## src/rtl/uart_tx_scheduler_pkg.sv

```systemverilog
// Shared types and helpers for the two-source UART transmit scheduler.
package uart_tx_scheduler_pkg;

    typedef enum logic [1:0] {
        IDLE      = 2'd0,
        START     = 2'd1,
        WAIT_DONE = 2'd2
    } sched_state_e;

    localparam logic REQ_ECHO  = 1'b0;
    localparam logic REQ_TIMER = 1'b1;

    // Round-robin pick: on a tie the requester that did not win last time goes.
    function automatic logic rr_pick(input logic full0, input logic full1,
                                     input logic last_grant);
        if (full0 && full1) begin
            return ~last_grant;
        end
        return full1 ? REQ_TIMER : REQ_ECHO;
    endfunction

endpackage

```

## src/rtl/uart_tx_scheduler_if.sv

```systemverilog
// Request/transmit bundle between the byte sources, the scheduler and uart_tx.
interface uart_tx_scheduler_if #(
    parameter int unsigned DBIT   = 8,
    parameter int unsigned DROP_W = 8
);
    logic              req0_valid;
    logic [DBIT-1:0]   req0_data;
    logic              req1_valid;
    logic [DBIT-1:0]   req1_data;
    logic              tx_done_tick;
    logic              tx_start;
    logic [DBIT-1:0]   tx_din;
    logic              busy;
    logic              grant_id;
    logic [DROP_W-1:0] drop0_cnt;
    logic [DROP_W-1:0] drop1_cnt;
    logic              err_timeout;

    modport master (
        output req0_valid, req0_data, req1_valid, req1_data, tx_done_tick,
        input  tx_start, tx_din, busy, grant_id, drop0_cnt, drop1_cnt, err_timeout
    );

    modport slave (
        input  req0_valid, req0_data, req1_valid, req1_data, tx_done_tick,
        output tx_start, tx_din, busy, grant_id, drop0_cnt, drop1_cnt, err_timeout
    );
endinterface

```

## src/rtl/uart_tx_scheduler_req_slot.sv

```systemverilog
// One-entry holding slot for a byte source, with a saturating drop counter.
module uart_req_slot #(
    parameter int unsigned DBIT   = 8,
    parameter int unsigned DROP_W = 8
) (
    input  logic              clk,
    input  logic              rst_n,
    input  logic              valid_in,
    input  logic [DBIT-1:0]   data_in,
    input  logic              take,
    output logic              full,
    output logic [DBIT-1:0]   data,
    output logic [DROP_W-1:0] drop_cnt
);

    // A take on the same edge as a new valid makes room for the new byte.
    always_ff @(posedge clk or negedge rst_n) begin
        if (!rst_n) begin
            full     <= 1'b0;
            data     <= '0;
            drop_cnt <= '0;
        end else begin
            if (valid_in && (!full || take)) begin
                full <= 1'b1;
                data <= data_in;
            end else if (take) begin
                full <= 1'b0;
            end
            if (valid_in && full && !take && (drop_cnt != '1)) begin
                drop_cnt <= drop_cnt + DROP_W'(1);
            end
        end
    end

endmodule

```

## src/rtl/uart_tx_scheduler.sv

```systemverilog
// Round-robin scheduler sharing one uart_tx between the echo and timer sources,
// with a watchdog that abandons a frame whose done tick never arrives.
module uart_tx_scheduler
    import uart_tx_scheduler_pkg::*;
#(
    parameter int unsigned DBIT    = 8,
    parameter int unsigned TIMEOUT = 20_000,
    parameter int unsigned DROP_W  = 8
) (
    input  logic                 clk,
    input  logic                 rst_n,
    uart_tx_scheduler_if.slave   bus
);

    localparam int unsigned WD_W = $clog2(TIMEOUT + 1);
    localparam logic [WD_W-1:0] WD_LAST = WD_W'(TIMEOUT - 1);

    logic              full0, full1;
    logic [DBIT-1:0]   data0, data1;
    logic [DROP_W-1:0] drop0, drop1;
    logic              take0_c, take1_c;

    sched_state_e      state_q, state_d;
    logic [WD_W-1:0]   wd_q, wd_d;
    logic [DBIT-1:0]   din_q, din_d;
    logic              grant_q, grant_d;
    logic              start_q, start_d;
    logic              busy_q, busy_d;
    logic              err_q, err_d;
    logic              sel;

    uart_req_slot #(.DBIT(DBIT), .DROP_W(DROP_W)) u_slot0 (
        .clk      (clk),
        .rst_n    (rst_n),
        .valid_in (bus.req0_valid),
        .data_in  (bus.req0_data),
        .take     (take0_c),
        .full     (full0),
        .data     (data0),
        .drop_cnt (drop0)
    );

    uart_req_slot #(.DBIT(DBIT), .DROP_W(DROP_W)) u_slot1 (
        .clk      (clk),
        .rst_n    (rst_n),
        .valid_in (bus.req1_valid),
        .data_in  (bus.req1_data),
        .take     (take1_c),
        .full     (full1),
        .data     (data1),
        .drop_cnt (drop1)
    );

    // grant_q doubles as the round-robin history; reset to 1 so echo wins the first tie.
    always_ff @(posedge clk or negedge rst_n) begin
        if (!rst_n) begin
            state_q <= IDLE;
            wd_q    <= '0;
            din_q   <= '0;
            grant_q <= REQ_TIMER;
            start_q <= 1'b0;
            busy_q  <= 1'b0;
            err_q   <= 1'b0;
        end else begin
            state_q <= state_d;
            wd_q    <= wd_d;
            din_q   <= din_d;
            grant_q <= grant_d;
            start_q <= start_d;
            busy_q  <= busy_d;
            err_q   <= err_d;
        end
    end

    // Next state plus the values every registered output takes at the next edge.
    always_comb begin
        state_d = state_q;
        wd_d    = wd_q;
        din_d   = din_q;
        grant_d = grant_q;
        start_d = 1'b0;
        err_d   = 1'b0;
        take0_c = 1'b0;
        take1_c = 1'b0;
        sel     = rr_pick(full0, full1, grant_q);

        case (state_q)
            IDLE: begin
                if (full0 || full1) begin
                    state_d = START;
                    din_d   = (sel == REQ_TIMER) ? data1 : data0;
                    grant_d = sel;
                    start_d = 1'b1;
                    take0_c = (sel == REQ_ECHO);
                    take1_c = (sel == REQ_TIMER);
                end
            end
            START: begin
                state_d = WAIT_DONE;
                wd_d    = '0;
            end
            WAIT_DONE: begin
                if (bus.tx_done_tick) begin
                    state_d = IDLE;
                end else if (wd_q == WD_LAST) begin
                    state_d = IDLE;
                    err_d   = 1'b1;
                end else begin
                    wd_d = wd_q + WD_W'(1);
                end
            end
            default: state_d = IDLE;
        endcase

        busy_d = (state_d != IDLE);
    end

    assign bus.tx_start    = start_q;
    assign bus.tx_din      = din_q;
    assign bus.busy        = busy_q;
    assign bus.grant_id    = grant_q;
    assign bus.drop0_cnt   = drop0;
    assign bus.drop1_cnt   = drop1;
    assign bus.err_timeout = err_q;

endmodule

```

## src/flat_wrapper.sv

```systemverilog
// flat-port wrapper written by rule: the top's interface ports become plain ports
module uart_tx_scheduler_flat import uart_tx_scheduler_pkg::*;
#(
    parameter int unsigned DBIT    = 8,
    parameter int unsigned TIMEOUT = 20_000,
    parameter int unsigned DROP_W  = 8
)
  (clk, rst_n, bus_req0_valid, bus_req0_data, bus_req1_valid, bus_req1_data, bus_tx_done_tick, bus_tx_start, bus_tx_din, bus_busy, bus_grant_id, bus_drop0_cnt, bus_drop1_cnt, bus_err_timeout);
  uart_tx_scheduler_if #(.DBIT(DBIT), .DROP_W(DROP_W)) bus_i ();
  input  logic clk;
  input  logic rst_n;
  input wire logic [$bits(bus_i.req0_valid)-1:0] bus_req0_valid;
  input wire logic [$bits(bus_i.req0_data)-1:0] bus_req0_data;
  input wire logic [$bits(bus_i.req1_valid)-1:0] bus_req1_valid;
  input wire logic [$bits(bus_i.req1_data)-1:0] bus_req1_data;
  input wire logic [$bits(bus_i.tx_done_tick)-1:0] bus_tx_done_tick;
  output wire logic [$bits(bus_i.tx_start)-1:0] bus_tx_start;
  output wire logic [$bits(bus_i.tx_din)-1:0] bus_tx_din;
  output wire logic [$bits(bus_i.busy)-1:0] bus_busy;
  output wire logic [$bits(bus_i.grant_id)-1:0] bus_grant_id;
  output wire logic [$bits(bus_i.drop0_cnt)-1:0] bus_drop0_cnt;
  output wire logic [$bits(bus_i.drop1_cnt)-1:0] bus_drop1_cnt;
  output wire logic [$bits(bus_i.err_timeout)-1:0] bus_err_timeout;
  assign bus_i.req0_valid = bus_req0_valid;
  assign bus_i.req0_data = bus_req0_data;
  assign bus_i.req1_valid = bus_req1_valid;
  assign bus_i.req1_data = bus_req1_data;
  assign bus_i.tx_done_tick = bus_tx_done_tick;
  assign bus_tx_start = bus_i.tx_start;
  assign bus_tx_din = bus_i.tx_din;
  assign bus_busy = bus_i.busy;
  assign bus_grant_id = bus_i.grant_id;
  assign bus_drop0_cnt = bus_i.drop0_cnt;
  assign bus_drop1_cnt = bus_i.drop1_cnt;
  assign bus_err_timeout = bus_i.err_timeout;
  uart_tx_scheduler #(.DBIT(DBIT), .TIMEOUT(TIMEOUT), .DROP_W(DROP_W)) u_core (.clk(clk), .rst_n(rst_n), .bus(bus_i));
endmodule
```

## config.mk

```make
export PLATFORM = sky130hd
export DESIGN_NAME = uart_tx_scheduler_flat
export DESIGN_NICKNAME = d
export VERILOG_FILES = /design/src/rtl/uart_tx_scheduler_pkg.sv /design/src/rtl/uart_tx_scheduler_if.sv /design/src/rtl/uart_tx_scheduler_req_slot.sv /design/src/rtl/uart_tx_scheduler.sv /design/src/flat_wrapper.sv
export SDC_FILE = /design/constraint.sdc
export NUM_CORES = 1
export LEC_CHECK = 0
export ABC_AREA = 1
export CORE_ASPECT_RATIO = 1.5
export CORE_UTILIZATION = 50
export CTS_BUF_LIST = sky130_fd_sc_hd__clkbuf_4 sky130_fd_sc_hd__clkbuf_8 sky130_fd_sc_hd__clkbuf_16
export DETAILED_ROUTE_END_ITERATION = 8
export PLACE_DENSITY_LB_ADDON = 0.08
export SYNTH_ARGS = -nofsm -noshare
export SYNTH_HDL_FRONTEND = slang
export SYNTH_SLANG_ARGS = --single-unit
```

## constraint.sdc

```tcl
create_clock -name clk -period 3.75 [get_ports clk]
set_input_delay 0.375 -clock clk [delete_from_list [all_inputs] [get_ports clk]]
set_output_delay 0.375 -clock clk [all_outputs]
set_load 0.01 [all_outputs]
```

# Word-level counts from Yosys, hierarchy flattened

Index checks and enable logic that the tools add are counted.

Bits of input ports: 21
Output and inout port bits: 28
Logic and storage cells: 73
Flip-flop bits (word level): 63

Add/subtract/negate cells: 3
Eq/ne operators: 7
Multiplexer cells: 25
Bitwise gates (word level): 2
Reduce and logical (&&, ||, !) cells: 23

Operators by type and width:

| operator                                      | count |
|---|---|
| two-way mux 15 bit                            | 2 |
| one-hot mux 15 bit (2 select lines)           | 1 |
| two-way mux 1 bit                             | 17 |
| adder 8 x 1 -> 8 bit, second input constant   | 2 |
| != test 8 bit, second input constant          | 2 |
| adder 15 x 1 -> 15 bit, second input constant | 1 |
| == test 15 bit, second input constant         | 1 |
| logical AND 1 bit                             | 9 |
| two-way mux 8 bit                             | 1 |
| nonzero test 2 bit                            | 4 |
| two-way mux 2 bit                             | 3 |
| one-hot mux 2 bit (3 select lines)            | 1 |
| logical NOT 1 bit                             | 4 |
| != test 2 bit, second input constant          | 2 |
| logical OR 1 bit                              | 3 |
| AND reduction 3 bit                           | 1 |
| == test 2 x 1 -> 1 bit, second input constant | 1 |
| == test 2 bit, second input constant          | 1 |
| logical NOT 2 bit                             | 1 |
| NOT 1 bit                                     | 2 |
| AND reduction 2 bit                           | 1 |

# Longest topological paths before layout

Gate-level depths: netlist of the first run.

Word-level depth: 9
Mapped depth: 10
Depth with buffers taken out: 10

# Modules after synthesis

Synthesis of the first run repeated with hierarchy kept, for this count alone.

Cells, all modules: 413
Area, all modules: 3,216.8 µm²

Modules (own cells, without submodules):

| module            | area each (µm²) | times used | sequential area each (µm²) | cells an instance |
|---|---|---|---|---|
| uart_req_slot     | 818.3           | 2          | 425.4                      | 101 |
| uart_tx_scheduler | 1,580.3         | 1          | 726.9                      | 211 |

# Worst setup path after synthesis of the first run

No wires, ideal clock.

Path type: register to register
From: register u_core.wd_q[0]
To: register u_core.wd_q[5]
Buffers on the path: 1
Arrival: 1.368 ns
Cell stages (with the launch flop): 11
Path slack: 2.255 ns
Period minus slack after synthesis: 1.495 ns
Required time: 3.623 ns
Library setup time: 0.127 ns
Path through: dfrtp_1 ha_1 nand2_1 inv_1 nand2_1 nor2_1 nand2_2 nand2_4 clkbuf_8 nand3_1 o21ai_0

Cells in the longest elaborated chain, start to end: 4

Ends and longest elaborated chain:

| element                             | RTL line                 | text |
|---|---|---|
| from (decl)                         | uart_tx_scheduler.sv:24  | `logic [WD_W-1:0] wd_q, wd_d;` |
| from (signal assigned)              | uart_tx_scheduler.sv:66  | `wd_q <= wd_d;` |
| adder 15 x 1 -> 15 bit              | uart_tx_scheduler.sv:109 | `wd_d = wd_q + WD_W'(1);` |
| two-way mux 15 bit                  | uart_tx_scheduler.sv:105 | `end else if (wd_q == WD_LAST) begin` |
| two-way mux 15 bit                  | uart_tx_scheduler.sv:103 | `if (bus.tx_done_tick) begin` |
| one-hot mux 15 bit (2 select lines) | uart_tx_scheduler.sv:87  | `case (state_q)` |

Parallel ways exist; a longest one is shown, timed or not. The select of a mux whose other input is x is not followed.
A chain may end at the register's enable or synchronous reset.

# Worst setup path after layout of the first run

From: register u_core.grant_q, in the netlist u_core.bus.grant_id
To: output port bus_grant_id

RTL lines:

| element                | RTL line                | text |
|---|---|---|
| from (decl)            | uart_tx_scheduler.sv:26 | `logic grant_q, grant_d;` |
| from (signal assigned) | uart_tx_scheduler.sv:68 | `grant_q <= grant_d;` |
| to (decl)              | flat_wrapper.sv:20      | `output wire logic [$bits(bus_i.grant_id)-1:0] bus_grant_id;` |

No word-level cell between the ends.

==> flow_metrics.env, run 1 <==
export IMPL_die_y_um=98.6
export IMPL_core_um2=5910
export IMPL_drive_above_1_share_pct=7.16
export IMPL_cts_root_buf="clkbuf_8"
export IMPL_outcome="completed"
export IMPL_synth_warnings=0
export IMPL_gp_congestion=0.842
export IMPL_finalHoldViolCount=0
export IMPL_finalMaxSlewViolations=0
export IMPL_max_cap_viol_count=0
export IMPL_clk_pin_slew_worst_paths_ps=80
export IMPL_vdd_drop_max_v=0.000543
export IMPL_first_global_vias=2724
export IMPL_yosysSeqAreaShare_pct=50.8
export IMPL_period_share_pct=48.2
export IMPL_nNetsFinal=466
export IMPL_setup_violations=0
export IMPL_dr_pass1_iters=4
export IMPL_switching_share_pct=36.9
export IMPL_grt_usage_pct=24.0
export IMPL_cts_resized=0
export IMPL_grt_pass1_wl_um=11900
export IMPL_cpLargestDelayFamily="flip-flops"
export IMPL_p_int_mw=1.82
export IMPL_power_leakage_nw=1.89
export IMPL_cts_hold_buffers=0
export IMPL_netlist_area_um2=3110
export IMPL_grt_max_degree=38
export IMPL_dp_hpwl_um=4830
export IMPL_antenna_found_initial=0
export IMPL_ys_types=30
export IMPL_via_count=2702
export IMPL_setup_ws_ps=1940
export IMPL_clk_latency_ps=350
export IMPL_min_path_type="in -> async"
export IMPL_wl_um=6880
export IMPL_diodes=0
export IMPL_place_ws_ps=1900
export IMPL_ant_nets=0
export IMPL_gr_total_overflow=0
export IMPL_dieArea_um2=6540
export IMPL_syn_inst=387
export IMPL_rsz0062_at_grt="no"
export IMPL_slowest_stage="dfstp_2"
export IMPL_cp_start_kind="flop"
export IMPL_drc=0
export IMPL_clkPwrFrac_pct=26.3
export IMPL_avgSynthCellArea_um2=8.03
export IMPL_syn_to_final_growth_pct=25.4
export IMPL_worst_pin_slew_ps=814
export IMPL_crit_required_ps=3380
export IMPL_clock_path_buffers=2
export IMPL_rows=34
export IMPL_power_density_nw_per_um2=742
export IMPL_crit_chain="clkdlybuf4s50_1"
export IMPL_arrival_ps=1430
export IMPL_ios=49
export IMPL_crit_fanout=3
export IMPL_fmax_mhz=553
export IMPL_die_w_um=66.4
export IMPL_switchingPower_mw=1.07
export IMPL_p_comb_share_pct=36.1
export IMPL_criticalPathCategory="reg -> out"
export IMPL_critical_path_max_stage_delay_ps=560
export IMPL_min_period_ps=1810
export IMPL_cts_sinks=63
export IMPL_synth_seq_cells=63
export IMPL_first_iter_violations=203
export IMPL_initial_core_util_pct=52.6
export IMPL_viasPerCell=5.21
export IMPL_cts_inserted_buffers=9
export IMPL_worst_setup_path_end_kind="primary output"
export IMPL_io_buffers=48
export IMPL_relSlewSlack_pct=45.7
export IMPL_syn_nets=411
export IMPL_htreeDepth=3
export IMPL_post_cts_buffers=0
export IMPL_path_buf_inv=1
export IMPL_clock_skew_ps=15.7
export IMPL_tritoncts="done"
export IMPL_routedWlPerCell_um=13.3
export IMPL_power_frac_seq_pct=37.6
export IMPL_setup_tns_ps=0
[stage by stage]
stage	power [mW]	util, %	instances	hold WS (ps)	cell area (um2)
floorplan	1.73	-	387	79.4	3110
global placement	2.11	61.6	503	456	3640
detailed placement	2.14	61.6	503	458	3640
CTS	2.91	65.9	519	132	3900
global route	3.10	65.9	519	193	3900
finish	2.89	65.9	519	108	3900
[registers in the layout (all words and copies together), names as in the netlist]
register	count
u_core.wd_q	15
u_core.bus.tx_din	8
u_core.u_slot0.data	8
u_core.u_slot0.drop_cnt	8
u_core.u_slot1.data	8
u_core.u_slot1.drop_cnt	8
u_core.state_q	2
u_core.bus.busy	1
u_core.bus.err_timeout	1
u_core.bus.grant_id	1
u_core.bus.tx_start	1
u_core.u_slot0.full	1
u_core.u_slot1.full	1
[final timing paths]
| kind | startpoint | endpoint | slack [ps] | cells after the start |
|---|---|---|---|---|
| setup / recovery | u_core.bus.grant_id$_DFFE_PN1P_ | bus_grant_id | 1940 | 1 |
| hold / removal | rst_n | u_core.u_slot0.drop_cnt[1]$_DFFE_PN0P_ | 110 | 1 |
| setup reg to reg | u_core.wd_q[0]$_DFFE_PN0P_ | u_core.wd_q[4]$_DFFE_PN0P_ | 1950 | 10 |
| hold reg to reg | u_core.u_slot0.data[6]$_DFFE_PN0P_ | u_core.u_slot0.data[6]$_DFFE_PN0P_ | 480 | 2 |
| max in group asynchronous | rst_n | u_core.bus.grant_id$_DFFE_PN1P_ | 2720 | 2 |
| min in group clk | u_core.u_slot0.data[6]$_DFFE_PN0P_ | u_core.u_slot0.data[6]$_DFFE_PN0P_ | 480 | 2 |
[area by class of cell]
cell class                      count  area (um2)
Sequential cell                    63        1580
Clock buffer                       13         166
Timing Repair Buffer               49         483
Multi-Input combinational cell    286        1370
Inverter                           33         124
Fill cell                         503        2020
Tap cell                           72        90.1
Clock inverter                      3        90.1
[kinds of logic after synthesis]
group           Yosys count  synth area share [%]
compound gates           19                  3.38
xor+xnor                 16                  4.51
fa+ha+maj                 3                  1.21
buf+inv                  38                  5.31
flops                    63                  50.8
simple gates            248                  34.8
[power by group through the flow]
stage | sequential, mW | combinational [mW] | clock (mW)
global placement | 1.09 | 1.02 | 0
CTS | 1.09 | 1.06 | 0.770
finish | 1.09 | 1.04 | 0.761
floorplan | 1.11 | 0.619 | 0
global route | 1.12 | 1.18 | 0.802
detailed placement | 1.09 | 1.05 | 0
[per-layer routing]
layer	vias up	GRT usage (%)	wire length (um)
li1	1347	-	-
met1	1273	29.0	2960
met2	67	39.4	3510
met3	15	5.44	246
met4	0	12.1	155
met5	-	0	0
[synth_stat cells]
cell	number	share of area, %
inv_1	31	3.7
nand2_2	3	0.60
buf_2	1	0.16
buf_6	1	0.36
dfrtp_1	62	50
nand3_2	1	0.32
o221ai_1	1	0.28
nand2_4	4	1.4
inv_2	1	0.12
nor3_1	5	0.81
nand4_2	1	0.40
nor2_4	1	0.36
nand3_1	52	8.4
dfstp_2	1	0.85
buf_4	1	0.24
clkinv_1	1	0.12
o21ai_2	1	0.28
nand4_1	7	1.4
nand2_1	136	16
o21bai_1	1	0.24
nor2_1	37	4.5
o21ai_0	11	1.8
xor2_1	11	3.1
nor2_2	1	0.20
clkbuf_1	1	0.12
o21ai_1	2	0.32
xnor2_1	5	1.4
ha_1	3	1.2
clkbuf_8	1	0.44
a21oi_1	3	0.48
[cell usage in the layout, fill, tap and decap left out, drive strengths merged, types with 5 or more instances in the layout]
cell type      instances
clkbuf                13
clkdlybuf4s50         47
dfrtp                 62
inv                   32
nand2                143
nand3                 53
nand4                  8
nor2                  39
nor3                   5
o21ai                 14
xnor2                  5
xor2                  11
No activity file was read; power rests on OpenSTA's default activity.
==> inputs of run 2 (changes only) <==
Clock period 3.75 ns to 1.9 ns, I/O delays scaled along.
==> flow_metrics.env, run 2 (synthesis results as in run 1) <==
export IMPL_total_power_mw=5.64
export IMPL_antenna_found_initial=0
export IMPL_dp_hpwl_um=4740
export IMPL_min_period_ps=1660
export IMPL_first_iter_violations=201
export IMPL_relSlewSlack_pct=67.2
export IMPL_gr_total_overflow=0
export IMPL_crit_fanout=11
export IMPL_cp_start_kind="flop"
export IMPL_first_global_vias=2581
export IMPL_switching_share_pct=37.0
export IMPL_crit_chain="ha_1 > nand2_1 > nor3_1 > nand3_1 > nand2_2 > inv_1 > nand2_1 > o21ai_0"
export IMPL_finalMaxSlewViolations=0
export IMPL_routedWlPerCell_um=12.6
export IMPL_clk_pin_slew_worst_paths_ps=80
export IMPL_timing_critical_path_from="u_core.u_slot1.drop_cnt[1]$_DFFE_PN0P_"
export IMPL_largest_register_ffs=15
export IMPL_rr_startpoint="u_core.u_slot1.drop_cnt[1]$_DFFE_PN0P_"
export IMPL_power_density_nw_per_um2=1430
export IMPL_fmax_mhz=601
export IMPL_syn_to_final_growth_pct=27.0
export IMPL_initial_core_util_pct=52.6
export IMPL_via_count=2671
export IMPL_worst_setup_path_end_kind="flop"
export IMPL_power_frac_seq_pct=37.7
export IMPL_period_share_pct=87.5
export IMPL_grt_pass1_wl_um=11500
export IMPL_regMostFlops="u_core.wd_q"
export IMPL_cpMostUsedCell="nand2_1"
export IMPL_dr_pass1_iters=4
export IMPL_grt_usage_pct=22.8
export IMPL_fin_util_pct=66.8
export IMPL_critical_path_max_stage_delay_ps=400
export IMPL_tritoncts="done"
export IMPL_core_um2=5910
export IMPL_diodes=0
export IMPL_reg2reg_slack_ps=240
export IMPL_rsz0062_at_grt="no"
export IMPL_fill_cells=506
export IMPL_clk_latency_ps=340
export IMPL_clock_skew_ps=12.4
export IMPL_mostFrequentLayoutCells="nand2_1, dfrtp_1, nand3_1, clkdlybuf4s50_1, nor2_1"
export IMPL_finalHoldViolCount=0
export IMPL_max_cap_viol_count=0
export IMPL_ant_nets=0
export IMPL_setup_violations=0
export IMPL_drc=0
export IMPL_die_y_um=98.6
export IMPL_htreeDepth=3
export IMPL_rows=34
export IMPL_viasPerCell=5.09
export IMPL_ios=49
export IMPL_dieArea_um2=6540
export IMPL_r2r_end="u_core.u_slot1.drop_cnt[5]$_DFFE_PN0P_"
export IMPL_layout_commonest_cell="nand2_1"
export IMPL_setup_tns_ps=0
export IMPL_wl_um=6610
export IMPL_cts_root_buf="clkbuf_8"
export IMPL_arrival_ps=1890
export IMPL_grt_max_degree=45
export IMPL_p_comb_share_pct=36.8
export IMPL_post_cts_buffers=0
export IMPL_reg2regPathDepth=8
export IMPL_min_path_type="in -> async"
export IMPL_cts_sinks=63
export IMPL_vdd_drop_max_v=0.000972
export IMPL_criticalPathCategory="reg -> reg"
export IMPL_switchingPower_mw=2.09
export IMPL_clock_path_buffers=2
export IMPL_gp_congestion=0.817
export IMPL_slowest_stage="dfrtp_1"
export IMPL_crit_required_ps=2120
export IMPL_p_int_mw=3.55
export IMPL_outcome="completed"
export IMPL_cts_inserted_buffers=9
export IMPL_clkPwrFrac_pct=25.5
export IMPL_die_w_um=66.4
export IMPL_io_buffers=48
export IMPL_power_leakage_nw=1.91
export IMPL_nNetsFinal=472
export IMPL_worst_pin_slew_ps=492
export IMPL_drive_above_1_share_pct=8.39
run 2: worst max-delay path by stage:
stage / endpoint / depth (start not counted)
after detailed placement: u_core.u_slot1.drop_cnt[5]$_DFFE_PN0P_ / 8
after floorplan: u_core.wd_q[5]$_DFFE_PN0P_ / 10
final: u_core.u_slot1.drop_cnt[5]$_DFFE_PN0P_ / 8
after global placement: u_core.u_slot1.drop_cnt[5]$_DFFE_PN0P_ / 8
after global routing: u_core.u_slot1.drop_cnt[5]$_DFFE_PN0P_ / 8
after CTS: u_core.u_slot1.drop_cnt[5]$_DFFE_PN0P_ / 8
run 2: power groups by stage:
stage / combinational [mW] / clock (mW) / sequential [mW]
2_1_floorplan: 1.22 / 0 / 2.18
5_1_grt: 2.34 / 1.50 / 2.19
3_5_place_dp: 2.09 / 0 / 2.15
4_1_cts: 2.10 / 1.45 / 2.13
6_report: 2.08 / 1.44 / 2.13
3_3_place_gp: 2.06 / 0 / 2.13
run 2: cell type report:
class                           instances  area [um2]  area share, %
Sequential cell                        63        1580           40.0
Inverter                               33         124           3.14
Timing Repair Buffer                   55         543           13.8
Clock buffer                           10         138           3.49
Multi-Input combinational cell        286        1370           34.6
Tap cell                               72        90.1           2.28
Clock inverter                          6         108           2.73
run 2: worst max-delay path: cells and delay by family, from the launching register on:
family,cells,cell delay [ps]
compound gates,1,70
fa+ha+maj,1,210
buf+inv,1,120
flops,1,400
simple gates,5,750
run 2: per-layer routing:
metal / global-route usage [%] / part of all wire (%)
met5: 0 / 0
met2: 38.1 / 51
met3: 3.13 / 2.8
met4: 9.49 / 1.3
met1: 29.1 / 45
run 2: metrics by stage:
step | worst slack (ps) | cells | area, um2 | hold WS (ps)
finish | 237 | 525 | 3950 | 335
global route | 56.1 | 525 | 3950 | 400
CTS | 156 | 525 | 3950 | 350
detailed placement | 161 | 508 | 3690 | 176
global placement | 251 | 508 | 3690 | 170
floorplan | 405 | 387 | 3110 | -106
run 2: repair_timing:
item / in CTS / in global routing
hold endpoints to repair: 19 / 0
resized for setup: 0 / 1
hold buffers: 1 / 0
setup endpoints to repair: 0 / 4
